## src/rtl/ace_sram_arbiter_if.sv

```systemverilog
// Bus bundle between the Ace memory masters and the external SRAM controller:
// per-port request/ack handshake plus the async SRAM pins.
interface ace_sram_arbiter_if #(
  parameter int NPORTS = 2,
  parameter int AW     = 21,
  parameter int DW     = 8
);
  logic [NPORTS-1:0]    req;
  logic [NPORTS-1:0]    we;
  logic [NPORTS*AW-1:0] addr;
  logic [NPORTS*DW-1:0] wdata;
  logic [NPORTS-1:0]    ack;
  logic [DW-1:0]        rdata;
  logic                 busy;
  logic [AW-1:0]        sram_addr;
  logic [DW-1:0]        data_to_sram;
  logic [DW-1:0]        data_from_sram;
  logic                 sram_we_n;
  logic                 sram_oe_n;

  modport slave (
    input  req, we, addr, wdata, data_from_sram,
    output ack, rdata, busy, sram_addr, data_to_sram, sram_we_n, sram_oe_n
  );

  modport master (
    output req, we, addr, wdata, data_from_sram,
    input  ack, rdata, busy, sram_addr, data_to_sram, sram_we_n, sram_oe_n
  );
endinterface

```

## src/rtl/ace_sram_arbiter.sv

```systemverilog
// External SRAM controller for the Ace platform: arbitrates NPORTS masters onto one
// async SRAM with a SETUP / STROBE / HOLD access cycle and a one-cycle ack pulse.
module ace_sram_arbiter #(
  parameter int NPORTS      = 2,
  parameter int AW          = 21,
  parameter int DW          = 8,
  parameter int WAIT_CYCLES = 2,
  parameter int ROUND_ROBIN = 0
) (
  input logic               clk,
  input logic               reset_n,
  ace_sram_arbiter_if.slave bus
);

  localparam int IW = (NPORTS > 1) ? $clog2(NPORTS) : 1;
  localparam int CW = $clog2(WAIT_CYCLES + 1);

  typedef enum logic [1:0] {IDLE, SETUP, STROBE, HOLD} state_e;

  state_e            state_q, state_d;
  logic [IW-1:0]     grant_q, grant_d;
  logic [IW-1:0]     rr_q, rr_d;
  logic              we_q, we_d;
  logic [CW-1:0]     cnt_q, cnt_d;
  logic [AW-1:0]     sram_addr_q, sram_addr_d;
  logic [DW-1:0]     data_to_sram_q, data_to_sram_d;
  logic [DW-1:0]     rdata_q, rdata_d;
  logic              sram_we_n_q, sram_we_n_d;
  logic              sram_oe_n_q, sram_oe_n_d;
  logic [NPORTS-1:0] ack_q, ack_d;

  logic          found;
  logic [IW-1:0] pick;
  int            idx;

  // Port search: fixed priority starts at 0, round robin starts just past the last winner.
  always_comb begin
    found = 1'b0;
    pick  = '0;
    idx   = 0;
    for (int i = 0; i < NPORTS; i++) begin
      if (ROUND_ROBIN != 0) idx = (int'(rr_q) + 1 + i) % NPORTS;
      else                  idx = i;
      if (!found && bus.req[idx]) begin
        found = 1'b1;
        pick  = IW'(idx);
      end
    end
  end

  // NOTE: every signal gets its default before the case, so no path can infer a latch.
  always_comb begin
    state_d        = state_q;
    grant_d        = grant_q;
    rr_d           = rr_q;
    we_d           = we_q;
    cnt_d          = cnt_q;
    sram_addr_d    = sram_addr_q;
    data_to_sram_d = data_to_sram_q;
    rdata_d        = rdata_q;
    sram_we_n_d    = 1'b1;
    sram_oe_n_d    = 1'b1;
    ack_d          = '0;

    case (state_q)
      IDLE: begin
        if (found) begin
          state_d        = SETUP;
          grant_d        = pick;
          we_d           = bus.we[pick];
          sram_addr_d    = bus.addr[int'(pick)*AW +: AW];
          data_to_sram_d = bus.wdata[int'(pick)*DW +: DW];
          if (ROUND_ROBIN != 0) rr_d = pick;
        end
      end
      SETUP: begin
        state_d     = STROBE;
        cnt_d       = CW'(WAIT_CYCLES - 1);
        sram_we_n_d = !we_q;
        sram_oe_n_d = we_q;
      end
      STROBE: begin
        if (cnt_q == '0) begin
          state_d        = HOLD;
          ack_d[grant_q] = 1'b1;
          if (!we_q) rdata_d = bus.data_from_sram;
        end else begin
          cnt_d       = cnt_q - 1'b1;
          sram_we_n_d = !we_q;
          sram_oe_n_d = we_q;
        end
      end
      HOLD:    state_d = IDLE;
      default: state_d = IDLE;
    endcase
  end

  // NOTE: state updates use non-blocking assignments so every flop samples pre-edge values.
  always_ff @(posedge clk or negedge reset_n) begin
    if (!reset_n) begin
      state_q        <= IDLE;
      grant_q        <= '0;
      rr_q           <= IW'(NPORTS - 1);
      we_q           <= 1'b0;
      cnt_q          <= '0;
      sram_addr_q    <= '0;
      data_to_sram_q <= '0;
      rdata_q        <= '0;
      sram_we_n_q    <= 1'b1;
      sram_oe_n_q    <= 1'b1;
      ack_q          <= '0;
    end else begin
      state_q        <= state_d;
      grant_q        <= grant_d;
      rr_q           <= rr_d;
      we_q           <= we_d;
      cnt_q          <= cnt_d;
      sram_addr_q    <= sram_addr_d;
      data_to_sram_q <= data_to_sram_d;
      rdata_q        <= rdata_d;
      sram_we_n_q    <= sram_we_n_d;
      sram_oe_n_q    <= sram_oe_n_d;
      ack_q          <= ack_d;
    end
  end

  assign bus.ack          = ack_q;
  assign bus.rdata        = rdata_q;
  assign bus.busy         = (state_q != IDLE);
  assign bus.sram_addr    = sram_addr_q;
  assign bus.data_to_sram = data_to_sram_q;
  assign bus.sram_we_n    = sram_we_n_q;
  assign bus.sram_oe_n    = sram_oe_n_q;

endmodule

```

## src/flat_wrapper.sv

```systemverilog
// flat-port wrapper written by rule: the top's interface ports become plain ports
module ace_sram_arbiter_flat 
#(
  parameter int NPORTS      = 2,
  parameter int AW          = 21,
  parameter int DW          = 8,
  parameter int WAIT_CYCLES = 2,
  parameter int ROUND_ROBIN = 0
)
  (clk, reset_n, bus_req, bus_we, bus_addr, bus_wdata, bus_data_from_sram, bus_ack, bus_rdata, bus_busy, bus_sram_addr, bus_data_to_sram, bus_sram_we_n, bus_sram_oe_n);
  ace_sram_arbiter_if #(.NPORTS(NPORTS), .AW(AW), .DW(DW)) bus_i ();
  input logic clk;
  input logic reset_n;
  input wire logic [$bits(bus_i.req)-1:0] bus_req;
  input wire logic [$bits(bus_i.we)-1:0] bus_we;
  input wire logic [$bits(bus_i.addr)-1:0] bus_addr;
  input wire logic [$bits(bus_i.wdata)-1:0] bus_wdata;
  input wire logic [$bits(bus_i.data_from_sram)-1:0] bus_data_from_sram;
  output wire logic [$bits(bus_i.ack)-1:0] bus_ack;
  output wire logic [$bits(bus_i.rdata)-1:0] bus_rdata;
  output wire logic [$bits(bus_i.busy)-1:0] bus_busy;
  output wire logic [$bits(bus_i.sram_addr)-1:0] bus_sram_addr;
  output wire logic [$bits(bus_i.data_to_sram)-1:0] bus_data_to_sram;
  output wire logic [$bits(bus_i.sram_we_n)-1:0] bus_sram_we_n;
  output wire logic [$bits(bus_i.sram_oe_n)-1:0] bus_sram_oe_n;
  assign bus_i.req = bus_req;
  assign bus_i.we = bus_we;
  assign bus_i.addr = bus_addr;
  assign bus_i.wdata = bus_wdata;
  assign bus_i.data_from_sram = bus_data_from_sram;
  assign bus_ack = bus_i.ack;
  assign bus_rdata = bus_i.rdata;
  assign bus_busy = bus_i.busy;
  assign bus_sram_addr = bus_i.sram_addr;
  assign bus_data_to_sram = bus_i.data_to_sram;
  assign bus_sram_we_n = bus_i.sram_we_n;
  assign bus_sram_oe_n = bus_i.sram_oe_n;
  ace_sram_arbiter #(.NPORTS(NPORTS), .AW(AW), .DW(DW), .WAIT_CYCLES(WAIT_CYCLES), .ROUND_ROBIN(ROUND_ROBIN)) u_core (.clk(clk), .reset_n(reset_n), .bus(bus_i));
endmodule
```

## config.mk

```make
export PLATFORM = sky130hd
export DESIGN_NAME = ace_sram_arbiter_flat
export DESIGN_NICKNAME = d
export VERILOG_FILES = /design/src/rtl/ace_sram_arbiter_if.sv /design/src/rtl/ace_sram_arbiter.sv /design/src/flat_wrapper.sv
export SDC_FILE = /design/constraint.sdc
export NUM_CORES = 1
export LEC_CHECK = 0
export ABC_CLOCK_PERIOD_IN_PS = 2400
export CELL_PAD_IN_SITES_DETAIL_PLACEMENT = 1
export CELL_PAD_IN_SITES_GLOBAL_PLACEMENT = 2
export CORE_ASPECT_RATIO = 0.6
export CORE_MARGIN = 2
export CORE_UTILIZATION = 23
export CTS_BUF_LIST = sky130_fd_sc_hd__clkbuf_8 sky130_fd_sc_hd__clkbuf_16
export CTS_CLUSTER_SIZE = 30
export DETAILED_ROUTE_END_ITERATION = 7
export PLACE_DENSITY_LB_ADDON = 0.1
export SYNTH_ARGS = -nofsm -noshare
export SYNTH_HDL_FRONTEND = slang
export SYNTH_SLANG_ARGS = --single-unit
export TNS_END_PERCENT = 20
```

## constraint.sdc

```tcl
create_clock -name clk -period 2.4 [get_ports clk]
set_input_delay 0.48 -clock clk [delete_from_list [all_inputs] [get_ports clk]]
set_output_delay 0.48 -clock clk [all_outputs]
set_load 0.1 [all_outputs]
```

[Yosys cells after proc, flatten, opt, wreduce, memory -nomap -nowiden]
Index checks and enable logic that the tools add are counted.
Storage, ports and cells
  output and inout bits: 42
  register bits: 47
  word-level logic and storage cells: 54
  bits of input ports: 72
Operators by class
  equal/unequal tests: 6
  bitwise gates (word level): 1
  reductions and logical operators: 12
  add/sub/neg operators: 1
  muxes and demuxes: 18
  order comparisons: 3
  multiply operators: 1
  shift operators: 2
Operator list (number)
  42-bit by 32-bit variable part select with 21-bit output: 1
  16-bit by 5-bit variable part select with 8-bit output: 1
  2-bit 2-to-1 mux: 5
  1-bit 2-to-1 mux: 8
  2-bit case mux with 4 select lines: 1
  1-bit by 5-bit multiplier with 6-bit output, second input constant: 1
  2-bit AND reduction: 3
  2-bit equality test, second input constant: 2
  2-bit logical NOT: 2
  1-bit by 2-bit < comparator with 1-bit output, second input constant: 2
  2-bit by 1-bit inequality test with 1-bit output, second input constant: 2
  1-bit case mux with 2 select lines: 2
  2-bit case mux with 2 select lines: 1
  2-bit nonzero test: 2
  3-bit AND reduction: 1
  2-bit by 1-bit equality test with 1-bit output, second input constant: 1
  1-bit logical AND: 2
  1-bit logical NOT: 2
  2-bit inequality test, second input constant: 1
  2-bit by 1-bit subtractor with 2-bit output, second input constant: 1
  1-bit demux with 1-bit select: 1
  1-bit greater-or-equal comparator, second input constant: 1
  1-bit inverter: 1

[Longest topological paths before layout]
  word-level depth: 6
  gate-level depth with buffers: 7
  gate-level depth less buffers: 5

[Least setup slack after synthesis]
Ideal clock, no wire load.
  path kind: reg-to-output
  start point: register u_core.state_q[0]
  end point: output bus_busy
  stages on the path, launching flop included: 6
  buffers on the path: 2
  setup slack: 0.354 ns
  arrival: 1.566 ns
  required time: 1.920 ns
  path through: dfrtp_1 -> inv_1 -> ha_1 -> buf_2 -> clkbuf_1 -> inv_1
On the way
  cells in the longest elaborated chain, start to end: 1
RTL lines
  from (decl): RTL line ace_sram_arbiter.sv:20  | state_e state_q, state_d;
  from (signal assigned): RTL line ace_sram_arbiter.sv:113  | state_q <= state_d;
  2-bit nonzero test: RTL line ace_sram_arbiter.sv:129  | assign bus.busy = (state_q != IDLE);
  to (decl): RTL line flat_wrapper.sv:21  | output wire logic [$bits(bus_i.busy)-1:0] bus_busy;
No other way between the ends.

[Worst setup path after layout]
Ends and elaborated chain as after synthesis.

==> reports/results.txt <==
pin count of the biggest net entering global routing: 33
nets@finish: 410
crit path time final: 1858 ps
top post-synthesis cells by area: dfrtp_1 53%, nand3_1 15%, nand2_1 7.2%
Syn Inst Count: 220
largest family of logic cells by synthesized area: simple AND/OR/NAND/NOR gates
total core area: 9087 µm²
simple-gate share of the synthesized area: 25.12%
WL per Instance: 16.41 µm
FMAX: 0.5383 GHz
clk sinks: 47
Initial Util: 23.52%
Cell Chain, Critical Path: inv_1 -> ha_2 -> inv_1 -> buf_12
worst min path class: in -> async
initial antenna violation count: 0
metal2 WL: 2936 µm
post-cts repair resize count: 0
Synth top cells by count: 63 x nand3_1, 45 x dfrtp_1, 41 x nand2_1, 11 x buf_2
XOR/XNOR Fraction of Synth Area: 0.4098%
Metal-1 WL: 3722 µm
CTS tree: done
maxcap violations: 0
CP most frequent cell: inv_1
warnings from Yosys: 0
clk_lat worst skew: 290 ps
status: finished, final reports clean
DP Worst Slack: 542.5 ps
clk slew on worst S/H paths: 70 ps
PortBufs: 113
Die Height: 78.67 µm
Yosys top cell area share: 52.69%
Max-Slew Margin vs Limit: 47.29%
1st-iter DRT viols: 66
Post-Synthesis Mean Instance Area: 9.714 µm²
worst path arrival time: 1380 ps
total congestion overflow: 0
CP startpoint kind: register
CP max stage delay: 410 ps
critical path type: reg -> out
CTS root buf: clkbuf_16
Avg Vias per Cell: 4.471
placed wire-length estimate: 5450 µm
# rows: 27
TNS Setup: 0 ps
n_diodes: 0
unrepaired setup endpoints after global routing: false
vias in the first global route: 2,119
Initial DRT Pass Iterations: 4
Synth Area in Compound Gates: 6.792%
postcts setup bufs: 0
Worst Tran Pin Value: 790.7 ps
first-pass GRT wire length: 11,580 µm
post-synthesis mux area share: 4.742%
FF+latch count, synth: 47
Final setup viols: 0
post-route setup slack: 542.5 ps
Synth Flop Type: dfrtp_1
Setup crit end kind: primary output
GPL Wtd Cong: 0.7156
Post-synth EDFFs: 0
Vias: 2,012
Die Area: 10,100 µm²
Syn Nets: 297
Mapped Area: 2137 µm²
final WL: 7385 µm
Clock Tree Buf Depth: 2
top-count cell post-synth: nand3_1
share of cells above drive strength 1: 20.66%
register area share after synthesis: 55.15%
worst-path fanout max: 8
Worst Clk Skew: 2.476 ps
Worst EP required: 1920 ps
GRT Total Usage: 14.90%
Die Width: 128.4 µm
DRC viols: 0
slowest stage cell, crit path: dfrtp_1
largest area contributor in the netlist: dfrtp_1
WL met3: 701 µm
total CTS buffers: 5
htree depth: 2
Unique masters post-synth: 24
final worst path period share: 77.40%
fillcell total: 1,041
fin. max-slew vios: 0
Max Used Layer: met4
Post-Synth Adder-Cell Area: 2.927%
antenna-violating nets left: 0
Top Ports: 114
Area Growth Syn to Fin: 62.24%
final hold viol count: 0
# hold bufs at CTS: 0
Async SR Flop Fraction: 100.0%
-- worst max-delay path, delay by kind of cell (launching register included) --
| family | cells | cell delay (ps) |
|---|---|---|
| adder cells (fa/ha/maj) | 1 | 290 |
| buffers and inverters | 3 | 390 |
| flip-flops | 1 | 410 |
-- final cells by class --
type / instances / area [µm²] / share of cell area, %
clock buffer: 5 / 125.1 / 3.609
clock inverter: 3 / 20.02 / 0.5774
inverter: 7 / 26.28 / 0.7578
multi-input combinational: 149 / 863.3 / 24.90
sequential: 47 / 1179 / 33.99
tap: 116 / 145.1 / 4.186
timing repair buffer: 123 / 1109 / 31.97
-- stage by stage --
stage          util (%)  hold WS, ps  area (µm²)  cells
2_1_floorplan         -        184.4        2137    220
3_3_place_gp      36.56        459.4        3322    442
3_5_place_dp      36.56        473.9        3322    442
4_1_cts           38.15        305.8        3467    450
5_1_grt           38.15        332.7        3467    450
6_report          38.15        272.9        3467    450
-- sequential cells by signal, indices dropped and copies added, names as in the netlist --
signal and count:
u_core.grant_q 1, u_core.bus.sram_we_n 1, u_core.cnt_q 2, u_core.bus.ack 2
u_core.bus.data_to_sram 8, u_core.we_q 1, u_core.state_q 2, u_core.bus.sram_oe_n 1
u_core.bus.rdata 8, u_core.bus.sram_addr 21
-- logic make-up after synthesis --
group | Yosys count
multiplexers | 9
AND/OR/NAND/NOR | 114
flip-flops | 47
buffers and inverters | 24
adder cells (fa/ha/maj) | 5
XOR/XNOR | 1
AO/OA/AOI/OAI | 20
-- path summary, 6_finish.rpt --
kind | startpoint | end | slack (ps) | depth (start not counted)
min reg2reg | u_core.bus.sram_addr[4]$_DFFE_PN0P_ | u_core.bus.sram_addr[4]$_DFFE_PN0P_ | 490 | 2
min in group clk | u_core.bus.sram_addr[4]$_DFFE_PN0P_ | u_core.bus.sram_addr[4]$_DFFE_PN0P_ | 490 | 2
max reg2reg | u_core.state_q[0]$_DFFE_PN0P_ | u_core.bus.rdata[7]$_DFFE_PN0P_ | 710 | 4
max in group asynchronous | reset_n | u_core.bus.data_to_sram[2]$_DFFE_PN0P_ | 1480 | 2
min | reset_n | u_core.bus.data_to_sram[5]$_DFFE_PN0P_ | 270 | 1
max | u_core.state_q[0]$_DFFE_PN0P_ | bus_busy | 540 | 4
-- cell usage in the layout, fill, tap and decap left out, drive strengths merged, types with 4 or more instances in the layout --
| cell | instances |
|---|---|
| ha | 5 |
| mux2 | 9 |
| nand3 | 64 |
| clkbuf | 5 |
| o21ai | 4 |
| nor2 | 5 |
| clkdlybuf4s50 | 70 |
| nand2 | 41 |
| inv | 7 |
| a32oi | 9 |
| a21oi | 4 |
| dfrtp | 45 |
| buf | 53 |
-- routing by layer --
layer / up-vias / GRT usage, %
met5: - / 0
met4: 0 / 3.297
met3: 2 / 6.135
met2: 84 / 20.21
met1: 943 / 21.75
li1: 983 / -
Power is left out: the tool's default activity adds up to more than one toggle a clock period on the data nets, which glitch-free logic cannot reach.
